`src/rtl/uart_pkg.sv`:
```
// Shared UART definitions: receiver/transmitter state encoding and baud-derived timing helpers.
package uart_pkg;

  typedef enum logic [2:0] {
    IDLE  = 3'd0,
    START = 3'd1,
    DATA  = 3'd2,
    STOP  = 3'd3,
    BREAK = 3'd4
  } uart_state_e;

  function automatic int pulse_width(input int clk_freq, input int baud_rate);
    return clk_freq / baud_rate;
  endfunction

  function automatic int half_pulse_width(input int clk_freq, input int baud_rate);
    return pulse_width(clk_freq, baud_rate) / 2;
  endfunction

endpackage

```
`src/rtl/sync_2ff.sv`:
```
// Two-flop synchronizer for an asynchronous single-bit input; 2-cycle latency, no backpressure.
module sync_2ff #(
  parameter logic RESET_VAL = 1'b1
) (
  input  logic clk,
  input  logic reset_n,
  input  logic d,
  output logic q
);

  logic meta;

  always_ff @(posedge clk or negedge reset_n) begin
    if (!reset_n) begin
      meta <= RESET_VAL;
      q    <= RESET_VAL;
    end else begin
      meta <= d;
      q    <= meta;
    end
  end

endmodule

```
`src/rtl/uart_rx.sv`:
```
// UART receiver: mid-bit sampling, LSB first, one-word output register with overrun/frame-error pulses.
// Word appears one cycle after the stop-bit sample; a held word is never overwritten (new word dropped).
module uart_rx
  import uart_pkg::*;
#(
  parameter int DATA_WIDTH = 8,
  parameter int BAUD_RATE  = 115_200,
  parameter int CLK_FREQ   = 50_000_000
) (
  input  logic                  clk,
  input  logic                  reset_n,
  input  logic                  ena,
  input  logic                  rx_signal,
  output logic [DATA_WIDTH-1:0] rx_data,
  output logic                  rx_valid,
  input  logic                  rx_ready,
  output logic                  frame_err,
  output logic                  overrun
);

  localparam int PULSE_WIDTH      = pulse_width(CLK_FREQ, BAUD_RATE);
  localparam int HALF_PULSE_WIDTH = half_pulse_width(CLK_FREQ, BAUD_RATE);
  localparam int CW               = $clog2(PULSE_WIDTH) + 1;
  localparam int IW               = (DATA_WIDTH > 1) ? $clog2(DATA_WIDTH) : 1;

  localparam logic [CW-1:0] FULL_LOAD = CW'(PULSE_WIDTH - 1);
  localparam logic [CW-1:0] HALF_LOAD = CW'(HALF_PULSE_WIDTH - 1);
  localparam logic [IW-1:0] LAST_BIT  = IW'(DATA_WIDTH - 1);

  logic line;

  sync_2ff #(.RESET_VAL(1'b1)) u_sync (
    .clk     (clk),
    .reset_n (reset_n),
    .d       (rx_signal),
    .q       (line)
  );

  uart_state_e           state, state_n;
  logic [CW-1:0]         cnt, cnt_n;
  logic [IW-1:0]         bit_idx, bit_idx_n;
  logic [DATA_WIDTH-1:0] shift, shift_n;
  logic [DATA_WIDTH-1:0] rx_data_n;
  logic                  rx_valid_n, frame_err_n, overrun_n;

  always_ff @(posedge clk or negedge reset_n) begin
    if (!reset_n) begin
      state     <= IDLE;
      cnt       <= '0;
      bit_idx   <= '0;
      shift     <= '0;
      rx_data   <= '0;
      rx_valid  <= 1'b0;
      frame_err <= 1'b0;
      overrun   <= 1'b0;
    end else if (ena) begin
      state     <= state_n;
      cnt       <= cnt_n;
      bit_idx   <= bit_idx_n;
      shift     <= shift_n;
      rx_data   <= rx_data_n;
      rx_valid  <= rx_valid_n;
      frame_err <= frame_err_n;
      overrun   <= overrun_n;
    end
  end

  always_comb begin
    state_n     = state;
    cnt_n       = cnt;
    bit_idx_n   = bit_idx;
    shift_n     = shift;
    rx_data_n   = rx_data;
    rx_valid_n  = rx_valid;
    frame_err_n = 1'b0;
    overrun_n   = 1'b0;

    if (rx_valid && rx_ready) rx_valid_n = 1'b0;

    case (state)
      IDLE: begin
        if (!line) begin
          state_n = START;
          cnt_n   = HALF_LOAD;
        end
      end
      START: begin
        if (cnt != '0) begin
          cnt_n = cnt - 1'b1;
        end else if (!line) begin
          state_n   = DATA;
          cnt_n     = FULL_LOAD;
          bit_idx_n = '0;
        end else begin
          state_n = IDLE;
        end
      end
      DATA: begin
        if (cnt != '0) begin
          cnt_n = cnt - 1'b1;
        end else begin
          // Right shift so the first (LSB) bit ends up at position 0.
          shift_n                 = shift >> 1;
          shift_n[DATA_WIDTH-1]   = line;
          cnt_n                   = FULL_LOAD;
          if (bit_idx == LAST_BIT) state_n = STOP;
          else                     bit_idx_n = bit_idx + 1'b1;
        end
      end
      STOP: begin
        if (cnt != '0) begin
          cnt_n = cnt - 1'b1;
        end else if (line) begin
          state_n = IDLE;
          if (!rx_valid || rx_ready) begin
            rx_data_n  = shift;
            rx_valid_n = 1'b1;
          end else begin
            overrun_n = 1'b1;
          end
        end else begin
          frame_err_n = 1'b1;
          state_n     = BREAK;
        end
      end
      BREAK: begin
        if (line) state_n = IDLE;
      end
      default: state_n = IDLE;
    endcase
  end

endmodule

```
`config.mk`:
```
export PLATFORM = sky130hd
export DESIGN_NAME = uart_rx
export DESIGN_NICKNAME = d
export VERILOG_FILES = /design/src/rtl/uart_pkg.sv /design/src/rtl/sync_2ff.sv /design/src/rtl/uart_rx.sv
export SDC_FILE = /design/constraint.sdc
export NUM_CORES = 1
export LEC_CHECK = 0
export ABC_AREA = 1
export ABC_CLOCK_PERIOD_IN_PS = 1700
export CORE_MARGIN = 2
export CORE_UTILIZATION = 45
export CTS_CLUSTER_SIZE = 40
export DETAILED_ROUTE_END_ITERATION = 10
export MAX_ROUTING_LAYER = met4
export PLACE_DENSITY = 0.67
export SLEW_MARGIN = 10
export SYNTH_ARGS = -nofsm -noshare
export SYNTH_HDL_FRONTEND = slang
export SYNTH_SLANG_ARGS = --single-unit
```
`constraint.sdc`:
```
create_clock -name clk -period 1.7 [get_ports clk]
set_input_delay 0.51 -clock clk [delete_from_list [all_inputs] [get_ports clk]]
set_output_delay 0.51 -clock clk [all_outputs]
set_load 0.03 [all_outputs]
```
==> reports/summary.txt <==
Setup CP Type - register to register
initial antenna violation count - 0
worst hold margin - 0.142 ns
H-tree Lvls - 2
most used cell, CP - nand2_1
All-Layer GR Usage - 0.185
die footprint - 4860 µm²
Static Leak - 1.33 nW
Setup TNS - 0 ns
most numerous cell in the Yosys netlist - nand2_1
Starting DRT DRC Count - 139
simple-gate portion of the synthesized area - 0.357
run status - finished clean
Initial Util - 0.476
fill cell count - 386
RSZ-0062 raised after global routing - true
clk_skew - 0.00638 ns
port bufs - 15
die height - 69.7 µm
Fmax - 0.602 GHz
mux share of post-synthesis cell area - 0
largest net degree at the start of global routing - 21
CTS max path bufs - 2
crit path to - rx_data[1]
Fin. Hold Viols - 0
post-synth cell types - 26
launch point of the worst reg-to-reg path - cnt[1]
vias in the first global route - 1583
Pwr per Cell Area - 1170 nW/µm²
Cells after Synth - 248
WL/cell - 11.9 µm
crit end category - register
HP Class - primary input to asynchronous set/reset pin
top_reg_cell synth - dfrtp_1
routability cong. - 0.904
Period minus WS final - 1.66 ns
# diodes - 0
Congestion Overflow GR - 0
die width - 69.7 µm
Post-synth ARST share - 1.00
via/cell ratio - 5.01
Residual DRC - 0
post-route cell area - 2470 µm²
layout cells sized above 1 - 0.226
Seq. cell area - 928 µm²
Compound-Gate Fraction of Synth Area - 0.0695
cell taking the most area after synthesis - dfrtp_1
net count after synthesis - 257
Core Rows - 23
vias - 1714
max-cap violation count - 0
Worst Path Max Fanout - 8
xor and xnor area share after synthesis - 0.00901
CP max-delay cell - dfrtp_1
synth-to-layout area growth - 27.3%
maximum vdd drop - 759 µV
Root Buffer - clkbuf_8
TritonCTS Buffers - 5
first-pass GRT wire length - 7020 µm
DPL Wire Length - 3050 µm
CTS Sinks - 37
endpoints failing setup - 0
core area - 4090 µm²
Crit. path cell count - 9
Avg Cell Area, Syn - 7.84 µm²
Post-synth EDFFs - 0
area occupied by multi-input gates - 938 µm²
slowest stage delay, CP - 0.39 ns
sequential area share after synthesis - 0.478
Layout Nets - 300
Yosys warnings - 0
Synth Area in Adders - 0.0258
first drt pass iteration count - 4
clock-pin slew on the worst setup and hold paths - 0.08 ns
actual slew at the worst max-slew pin - 0.429 ns
flop2flop setup slack - 0.04 ns
Arr. time, crit path - 1.85 ns
Post-DRT Antenna Nets - 0
Slew HR - 0.714
Critical path origin - cnt[1]
TritonCTS clock tree - built
placed instance count - 328
number of synthesized register bits - 37
Non-Filler Instances - 342
Skew-Pair Late Insertion Delay - 0.30 ns
CP Data Required Time - 1.89 ns
Synth area leaders - dfrtp_1 45%, nand2_1 14%, nand3_1 7.2%
DP Area - 2280 µm²
Slew Limit Fails - 0
Worst Reg-to-Reg Cells - 9
fin crit share - 0.976
WL final - 4070 µm
CP top delay family - simple AND/OR/NAND/NOR gates
crit path buf inv count - 1
mapped cell area - 1940 µm²
largest family of logic cells by synthesized area - simple AND/OR/NAND/NOR gates
Startpoint Class - register
num ports - 16
Hold-fix buffers, CTS - 0
synth cell count leaders - 75 x nand2_1, 35 x dfrtp_1, 28 x nand3_1, 22 x inv_1, 20 x nor2_1
Synth top area share - 0.451
reg-to-reg endpoint - rx_data[1]
CP cell instances - inv_2, ha_4, nand3_4, nor2_8, nand2_8, nor3_4, nand2_4, nand2_1, nand2_1
## final cells by class
cell class	count	area share
multi-input combinational	180	0.379
sequential	37	0.375
timing repair buffer	37	0.128
inverter	30	0.0455
clock buffer	5	0.0278
tap	50	0.0253
clock inverter	3	0.0187
## registers in the layout (all words and copies together) (netlist names)
name	cells
frame_err	1
overrun	1
rx_data	8
bit_idx	3
u_sync.q	1
state	3
rx_valid	1
shift	8
cnt	10
u_sync.meta	1
## cell families after synthesis
| logic type | Yosys count |
|---|---|
| XOR/XNOR | 2 |
| buffers and inverters | 31 |
| adder cells (fa/ha/maj) | 4 |
| flip-flops | 37 |
| AO/OA/AOI/OAI | 26 |
| AND/OR/NAND/NOR | 148 |
## per-stage QoR
stage	setup slack, ns	power [mW]	utilization
2_1_floorplan	0.0431	1.76	-
3_3_place_gp	-0.102	2.01	0.558
3_5_place_dp	-0.133	2.02	0.558
4_1_cts	0.00466	2.81	0.582
5_1_grt	-0.0772	3.09	0.605
6_report	0.0401	2.89	0.605
## report_power, final
group / internal [mW] / switching (mW) / total, mW
clock: 0.439 / 0.344 / 0.784
combinational: 0.394 / 0.636 / 1.03
sequential: 0.971 / 0.105 / 1.08
total: 1.80 / 1.08 / 2.89
## worst reg2reg max path, cell delays in order (launching register included)
cell     delay [ns]
dfrtp_1        0.39
inv_2          0.08
ha_4           0.16
nand3_4        0.10
nor2_8         0.17
nand2_8        0.08
nor3_4         0.30
nand2_4        0.14
nand2_1        0.09
nand2_1        0.04
## layout by cell type, fill, tap and decap left out, types with 2 or more instances in the layout
master	instances
inv_2	11
dlygate4sd2_1	11
nor2_2	6
o21ai_0	11
dfrtp_1	35
inv_1	19
nor2_1	19
nand3_1	28
nand2_2	9
o21ai_1	6
ha_1	3
nand4_1	6
nand2_1	71
buf_6	2
buf_4	19
clkdlybuf4s50_1	3
a21oi_1	7
nor3_1	2
dfstp_2	2
clkbuf_8	5
## layer usage
layer,vias up,wire length (µm),global-route usage
met3,5,171,0.0436
met4,0,48,0.0620
met5,-,0,-
met1,780,2010,0.247
li1,886,-,-
met2,43,1840,0.279
## worst min path at each step
| stage | from | to | slack [ns] | depth (start not counted) |
|---|---|---|---|---|
| 4_1_cts | reset_n | cnt[3] | 0.16 | 1 |
| 6_report | reset_n | cnt[3] | 0.14 | 1 |
| 5_1_grt | reset_n | rx_data[0] | 0.17 | 1 |
| 2_1_floorplan | reset_n | bit_idx[0] | 0.21 | 0 |
| 3_5_place_dp | u_sync.meta | u_sync.q | 0.35 | 0 |
| 3_3_place_gp | u_sync.meta | u_sync.q | 0.35 | 0 |
## repair_timing
action                                  in CTS  in global routing
pin swaps                                    0                  8
endpoints found under the hold margin        0                  0
setup buffers                                0                  6
gates resized for setup                     11                 14
endpoints found under the setup margin      11                 30
No activity file was read; power rests on OpenSTA's default activity.
